## config.mk

```make
export PLATFORM = sky130hd
export DESIGN_NAME = apb_qch_ctrl
export DESIGN_NICKNAME = d
export VERILOG_FILES = /design/src/rtl/apb_qch_ctrl.sv
export SDC_FILE = /design/constraint.sdc
export NUM_CORES = 1
export LEC_CHECK = 0
export CORE_MARGIN = 5
export CORE_UTILIZATION = 42
export DETAILED_ROUTE_END_ITERATION = 7
export PLACE_DENSITY = 0.72
export RECOVER_POWER = 100
export SLEW_MARGIN = 30
export SYNTH_ARGS = -nofsm -noshare
export SYNTH_HDL_FRONTEND = slang
export SYNTH_SLANG_ARGS = --single-unit
```

## constraint.sdc

```tcl
create_clock -name pclk_i -period 1.4 [get_ports pclk_i]
set_input_delay 0.14 -clock pclk_i [delete_from_list [all_inputs] [get_ports pclk_i]]
set_output_delay 0.14 -clock pclk_i [all_outputs]
set_load 0.01 [all_outputs]
```

## src/rtl/apb_qch_ctrl.sv

```systemverilog
// Q-channel power controller driving the APB isolator's qreqn from an idle counter and wake sources.
// Optional build macro QCH_DENY_CNT_EN adds an 8-bit saturating deny counter output deny_cnt_o.
module apb_qch_ctrl #(
    parameter int IDLE_W = 8
) (
    input  logic              pclk_i,
    input  logic              presetn_i,
    input  logic              en_i,
    input  logic              wake_req_i,
    input  logic [IDLE_W-1:0] idle_thresh_i,
    input  logic              qactive_i,
    input  logic              qacceptn_i,
    input  logic              qdeny_i,
    output logic              qreqn_o,
    output logic [2:0]        q_state_o,
    output logic              stopped_o
`ifdef QCH_DENY_CNT_EN
    ,
    output logic [7:0]        deny_cnt_o
`endif
);

    typedef enum logic [2:0] {
        ST_RUN      = 3'd0,
        ST_REQUEST  = 3'd1,
        ST_STOPPED  = 3'd2,
        ST_EXIT     = 3'd3,
        ST_DENIED   = 3'd4,
        ST_CONTINUE = 3'd5
    } q_state_t;

    q_state_t          state_q, state_d;
    logic [IDLE_W-1:0] idle_cnt_q, idle_cnt_d;
    logic              qreqn_q, qreqn_d;
    logic              idle, wake;

    assign idle = ~qactive_i & ~wake_req_i & en_i;
    assign wake = qactive_i | wake_req_i | ~en_i;

    // NOTE: every variable gets a default before the case so no path leaves it unassigned (no latch).
    always_comb begin
        state_d    = state_q;
        idle_cnt_d = '0;
        case (state_q)
            ST_RUN: begin
                // Compare before increment, so the counter stops at the threshold and never wraps.
                if (!idle) begin
                    idle_cnt_d = '0;
                end else if (idle_cnt_q >= idle_thresh_i) begin
                    state_d = ST_REQUEST;
                end else begin
                    idle_cnt_d = idle_cnt_q + 1'b1;
                end
            end
            ST_REQUEST: begin
                // Wake is deliberately ignored until the isolator answers; accept beats deny.
                if (!qacceptn_i) begin
                    state_d = ST_STOPPED;
                end else if (qdeny_i) begin
                    state_d = ST_DENIED;
                end
            end
            ST_STOPPED: begin
                if (wake) begin
                    state_d = ST_EXIT;
                end
            end
            ST_EXIT: begin
                if (qacceptn_i) begin
                    state_d = ST_RUN;
                end
            end
            ST_DENIED: begin
                state_d = ST_CONTINUE;
            end
            ST_CONTINUE: begin
                if (!qdeny_i) begin
                    state_d = ST_RUN;
                end
            end
            default: begin
                state_d = ST_STOPPED;
            end
        endcase
    end

    // qreqn is registered from the next state so it has no combinational path from inputs.
    always_comb begin
        qreqn_d = (state_d == ST_RUN) || (state_d == ST_EXIT) || (state_d == ST_CONTINUE);
    end

    // NOTE: sequential state uses non-blocking assignments so all flops update together at the edge.
    always_ff @(posedge pclk_i) begin
        if (!presetn_i) begin
            state_q    <= ST_STOPPED;
            idle_cnt_q <= '0;
            qreqn_q    <= 1'b0;
        end else begin
            state_q    <= state_d;
            idle_cnt_q <= idle_cnt_d;
            qreqn_q    <= qreqn_d;
        end
    end

    assign qreqn_o   = qreqn_q;
    assign q_state_o = state_q;
    assign stopped_o = (state_q == ST_STOPPED);

`ifdef QCH_DENY_CNT_EN
    logic [7:0] deny_cnt_q;
    logic       deny_inc;

    assign deny_inc = (state_q == ST_REQUEST) && (state_d == ST_DENIED);

    always_ff @(posedge pclk_i) begin
        if (!presetn_i) begin
            deny_cnt_q <= 8'd0;
        end else if (deny_inc && (deny_cnt_q != 8'hff)) begin
            deny_cnt_q <= deny_cnt_q + 8'd1;
        end
    end

    assign deny_cnt_o = deny_cnt_q;
`endif

endmodule
```

==> reports/results.tsv <==
stage	metric	value	unit
synthesis	synth_area_leader_cell	dfxtp_1	
timing	worst_pin_slew	0.326	ns
critical_path	crit_type	reg -> reg	
timing	period_share	109	%
finish	instances_no_fill	149	
min_path	hp-class	reg -> reg	
power_and_ir_drop	switching_share	24.5	%
placement	dp.cells	145	
power_and_ir_drop	clkPwrFrac	32.5	%
synthesis	syn-num-nets	109	
timing	min_period	1.53	ns
drt	ant_nets	0	
timing	hold_viol_final	0	
timing	rsz0062_at_grt	true	
timing	drv_slew	0	
synthesis	ys_warn_count	0	
synthesis	syn_inst	85	
timing	finalSetupViolCount	10	
timing	setup_slack	-0.128	ns
synthesis	synthTopCellsByArea	dfxtp_1 31%, ha_1 15%, xor2_1 5.7%, inv_1 4.4%, nor2_1 3.9%	
floorplanning	dieHeight	52.7	um
critical_path	slowest_stage	dfxtp_4	
status	status	finished, violations left	
drt	wl_per_cell	12.2	um
timing	skew	0.00132	ns
timing	slew_headroom	78.3	%
global_routing	antenna_found_initial	0	
clock_network	clk_path_buf_depth	2	
clock_network	cts_sinks	12	
synthesis	async_flop_share	0	%
drt	drtPass1Iterations	4	
synthesis	synthTopCellsByCount	12 x dfxtp_1, 9 x ha_1, 9 x inv_1	
critical_path	cp_cell_sequence	ha_4 > a211o_1 > a31oi_4 > o211a_1 > and3_1	
finish	drive_above_1_share	31.5	%
clock_network	htree_num_levels	1	
power_and_ir_drop	p_seq_share	43.9	%
finish	nets	149	
critical_path	end_kind	register	
finish	antennaDiodeCount	0	
synthesis	ys_ff_latch	12	
clock_network	ctsHoldBuffers	0	
critical_path	arrival	1.74	ns
power_and_ir_drop	vdd_drop_max	593	uV
power_and_ir_drop	p_leak	0.532	nW
synthesis	ys_types	30	
global_routing	grtUsageTotal	16.0	%
synthesis	syn_area	766	sq um
critical_path	cp.required	1.61	ns
critical_path	slowest_delay	0.36	ns
floorplanning	top_level_ports	20	
clock_network	path_clk_slew	0.07	ns
global_routing	grt_pass1_wl	3.31	mm
drt	wl	1.81	mm
status	violations	negative setup slack	
floorplanning	die_x	52.7	um
power_and_ir_drop	p_sw	0.203	mW
floorplanning	start_util	44.3	%
floorplanning	coreArea	0.00173	sq mm
finish	synthToLayoutAreaGrowth	60.8	%
global_routing	grt_max_degree	9	
clock_network	cts_buffers	3	
drt	vias	733	
power_and_ir_drop	intPower	0.626	mW
critical_path	crit_fanout	3	
placement	dp_hpwl	1.48	mm
clock_network	cts-root-buf	clkbuf_4	
synthesis	ys_seq_area_share	31.4	%
power_and_ir_drop	p_comb_share	23.6	%
floorplanning	rows	15	
finish	stdcell_area	0.00123	sq mm
synthesis	yosysMostFrequentCell	dfxtp_1	
synthesis	synth.top_cell.area_share	31.4	%
placement	post_dp_cell_area	0.00116	sq mm
drt	drc	0	
clock_network	worst_skew_pair.late_latency	0.27	ns
job	maxCapViolations	0	
global_routing	grt_overflow_total	0	
power_and_ir_drop	power.density	673	mW/mm^2
placement	place_congestion	0.784	
critical_path	startpoint_type	register	
timing	hold_slack	0.543	ns
synthesis	synth_flop_cell	dfxtp_1	
timing	max_freq	655	MHz
global_routing	grt_pass1_vias	818	
drt	drt_iter0_markers	14	
drt	via_per_inst	4.92	
floorplanning	design.die.area	0.00278	sq mm
synthesis	syn_avg_cell_area	9.01	sq um
clock_network	cts_tree	yes	
synthesis	synth_edf_count	0	
placement	port_buffers	19	
==> metal layers <==
metal / up-vias / global-route usage, % / part of all wire (%)
li1: 381 / - / -
met1: 333 / 15.7 / 39
met2: 17 / 30.2 / 55
met3: 2 / 4.56 / 5.5
met4: 0 / 7.23 / 0.55
met5: - / 0 / 0
==> cells in the final DEF, fill, tap and decap left out, drive strengths merged, types with 2 or more instances in the layout <==
master,n
clkbuf,6
buf,15
dlygate4sd2,5
o21ai,2
xor2,5
nor2,8
dfxtp,12
a21oi,3
nand3,5
ha,9
o2111ai,3
nand2,5
nand2b,3
and3,3
nor3b,2
inv,9
clkdlybuf4s50,12
==> power groups by stage <==
stage          combinational, mW  clock, mW  sequential [mW]
6_report                   0.195      0.270            0.364
4_1_cts                    0.201      0.285            0.366
3_3_place_gp               0.199          0            0.372
2_1_floorplan             0.0896          0            0.374
3_5_place_dp               0.204          0            0.373
5_1_grt                    0.215      0.297            0.367
==> final timing paths <==
kind                 start            end  slack (ns)  depth (start not counted)
max reg2reg  idle_cnt_q[2]  idle_cnt_q[1]       -0.13                          5
min reg2reg  idle_cnt_q[0]  idle_cnt_q[0]        0.54                          2
min          idle_cnt_q[0]  idle_cnt_q[0]        0.54                          2
max          idle_cnt_q[2]  idle_cnt_q[1]       -0.13                          5
==> worst max-delay path: cells and delay by family, from the launching register on <==
family          cells  cell delay [ns]
compound gates      3             0.74
fa+ha+maj           1             0.21
simple gates        1             0.17
flops               1             0.36
==> layout make-up <==
class                           count  area, sq um
Sequential cell                    12          253
Multi-Input combinational cell     63          568
Tap cell                           25         31.3
Clock buffer                        4         36.3
Timing Repair Buffer               36          309
Inverter                            9         33.8
Fill cell                         152          495
==> kinds of logic after synthesis <==
family,synth area share [%]
XOR/XNOR,6.86
buffers and inverters,5.06
multiplexers,1.31
adder cells (fa/ha/maj),14.7
AND/OR/NAND/NOR,24.8
flip-flops,31.4
AO/OA/AOI/OAI,15.9
==> sequential cells by signal, indices dropped and copies added, names as in the netlist <==
register / flops
q_state_o: 3
qreqn_o: 1
idle_cnt_q: 8
==> per-stage QoR <==
stage                     setup WS (ns)  total power [mW]   TNS, ns  util [%]
after global routing             -0.150             0.879     -1.15      71.3
after floorplan                -0.00481             0.464  -0.00481         -
after CTS                        -0.116             0.852    -0.779      70.5
after global placement           -0.398             0.571     -3.50      67.1
final                            -0.128             0.829    -0.531      71.3
after detailed placement         -0.411             0.576     -3.76      67.1
==> repair_timing <==
action / in CTS / in global routing
setup buffers: 0 / 0
gates resized for setup: 12 / 4
setup endpoints to repair: 14 / 12
pin swaps: 5 / 5
Power figures use the tool's default switching activity.
==> variant (same flow settings) <==
`IDLE_W`: 8 -> 10.
--- a/src/rtl/apb_qch_ctrl.sv
+++ b/src/rtl/apb_qch_ctrl.sv
@@ -1,7 +1,7 @@
 // Q-channel power controller driving the APB isolator's qreqn from an idle counter and wake sources.
 // Optional build macro QCH_DENY_CNT_EN adds an 8-bit saturating deny counter output deny_cnt_o.
 module apb_qch_ctrl #(
-    parameter int IDLE_W = 8
+    parameter int IDLE_W = 10
 ) (
     input  logic              pclk_i,
     input  logic              presetn_i,
Ports: changed (resized idle_thresh_i); port bits go from 20 to 22. No check against the original RTL was run, so the function may have changed too.
==> variant against the unedited design <==
- the flow still finishes with violations (setup timing)
- routed wire length up 22%
- total power up 0.71%
- worst setup slack lost 0.075 ns
- global-route usage shrank 1.8 points
- area after synthesis rose by 19%
- final area increased by 16%
- sequential cell count increased by 2
- critical path type is now input port to register
==> variant: results (changes against the unedited design) <==
DR vias/cell=5.13 (+4.2%); CP Data Arrival Time=1.77 ns (+0.03 ns); register area share after synthesis=30.9% (-0.52 points); Slew @ Worst Pin=0.336 ns (+0.00976 ns); Largest register FFs=10 (+2); failing checks=setup timing; Gates resized, CTS repair=28 (+16); Leak=0.558 nW (+5.0%); status=complete, but fails checks; Final setup violation count=13 (+3); Num CTS Buffers=3 (unchanged); M1 GR Usage=17.8% (+2.1 points); largest cells by area after synthesis=dfxtp_1, ha_1, nor3_1, inv_1, xnor2_1; final worst slack=-0.203 ns (-0.0754 ns); clk_skew=0.00816 ns (+0.00684 ns); Net Count, Synth=134 (+23%); M2 GR Usage=22.4% (-7.7 points); CP top delay family=buffers and inverters; slowest cell on the critical path=clkdlybuf4s50_1; Synth cell types=32 (+6.7%); Hold Crit Class=input port to register; gr usage total=14.2% (-1.8 points); hold path cells=3 (+1); setup bufs post-CTS=1 (+1); Final HPWL DP=1610 µm (+8.7%); Peak VDD IR=0.000582 V (-2.0%); Crit Path Max Fanout=5 (+2); share of layout cells above drive strength 1=32.0% (+0.52 points); met2 WL post-DR=1040 µm (+3.6%); Placer Congestion=0.775 (-1.1%); clk root buf=clkbuf_4; largest stage delay on the critical path=0.50 ns (+0.14 ns); IO buf count=21 (+2); first-pass GRT wire length=3620 µm (+9.4%); Hold Slack=0.518 ns (-0.0246 ns); initial DRC count=15 (+1); vias in the first global route=840 (+2.7%); nets=177 (+19%); largest net degree at the start of global routing=11 (+2); met3 usage=5.50% (+0.95 points); Commonest cells post-synth=dfxtp_1, inv_1, nor3_1
variant: path summary, 6_finish.rpt:
check / to / start
setup / recovery: q_state_o[0] / idle_thresh_i[0]
hold / removal: q_state_o[2] / qdeny_i
setup reg to reg: q_state_o[0] / idle_cnt_q[0]
hold reg to reg: idle_cnt_q[0] / idle_cnt_q[0]
variant: stage by stage:
step	std cells	worst slack, ns	util (%)	power, mW
finish	174	-0.203	71.4	0.835
global route	174	-0.267	71.4	0.876
CTS	174	-0.195	71.3	0.841
detailed placement	169	-0.574	63.2	0.617
global placement	169	-0.547	63.2	0.614
floorplan	106	-0.0976	-	0.511
variant: report_power, final:
part	internal (mW)	leakage (nW)	total (mW)	switching [mW]
sequential	0.410	0.116	0.424	0.0139
clock	0.0997	0.0138	0.217	0.117
combinational	0.116	0.429	0.194	0.0779
total	0.626	0.558	0.835	0.209
variant: cell families (layout without fill, tap and decap cells):
group                    count (synthesis)  after routing  share of synthesized area [%]
AND/OR/NAND/NOR                         43             43                           28.0
XOR/XNOR                                 8              8                           7.71
flip-flops                              14             14                           30.9
multiplexers                             1              1                           1.24
AO/OA/AOI/OAI                           15             15                           10.9
adder cells (fa/ha/maj)                 11             11                           15.2
buffers and inverters                   14             55                           6.20
variant: worst register-to-register path: stages, from the launching register on:
cell      delay (ns)
dfxtp_2         0.34
inv_2           0.04
ha_4            0.19
nand2b_4        0.13
a211oi_2        0.24
o311ai_2        0.12
buf_4           0.18
a32o_1          0.25
variant: area by class of cell:
class / count / area, µm²
Multi-Input combinational cell: 78 / 698
Fill cell: 162 / 573
Timing Repair Buffer: 39 / 340
Sequential cell: 14 / 285
Inverter: 13 / 48.8
Tap cell: 27 / 33.8
Clock buffer: 3 / 22.5
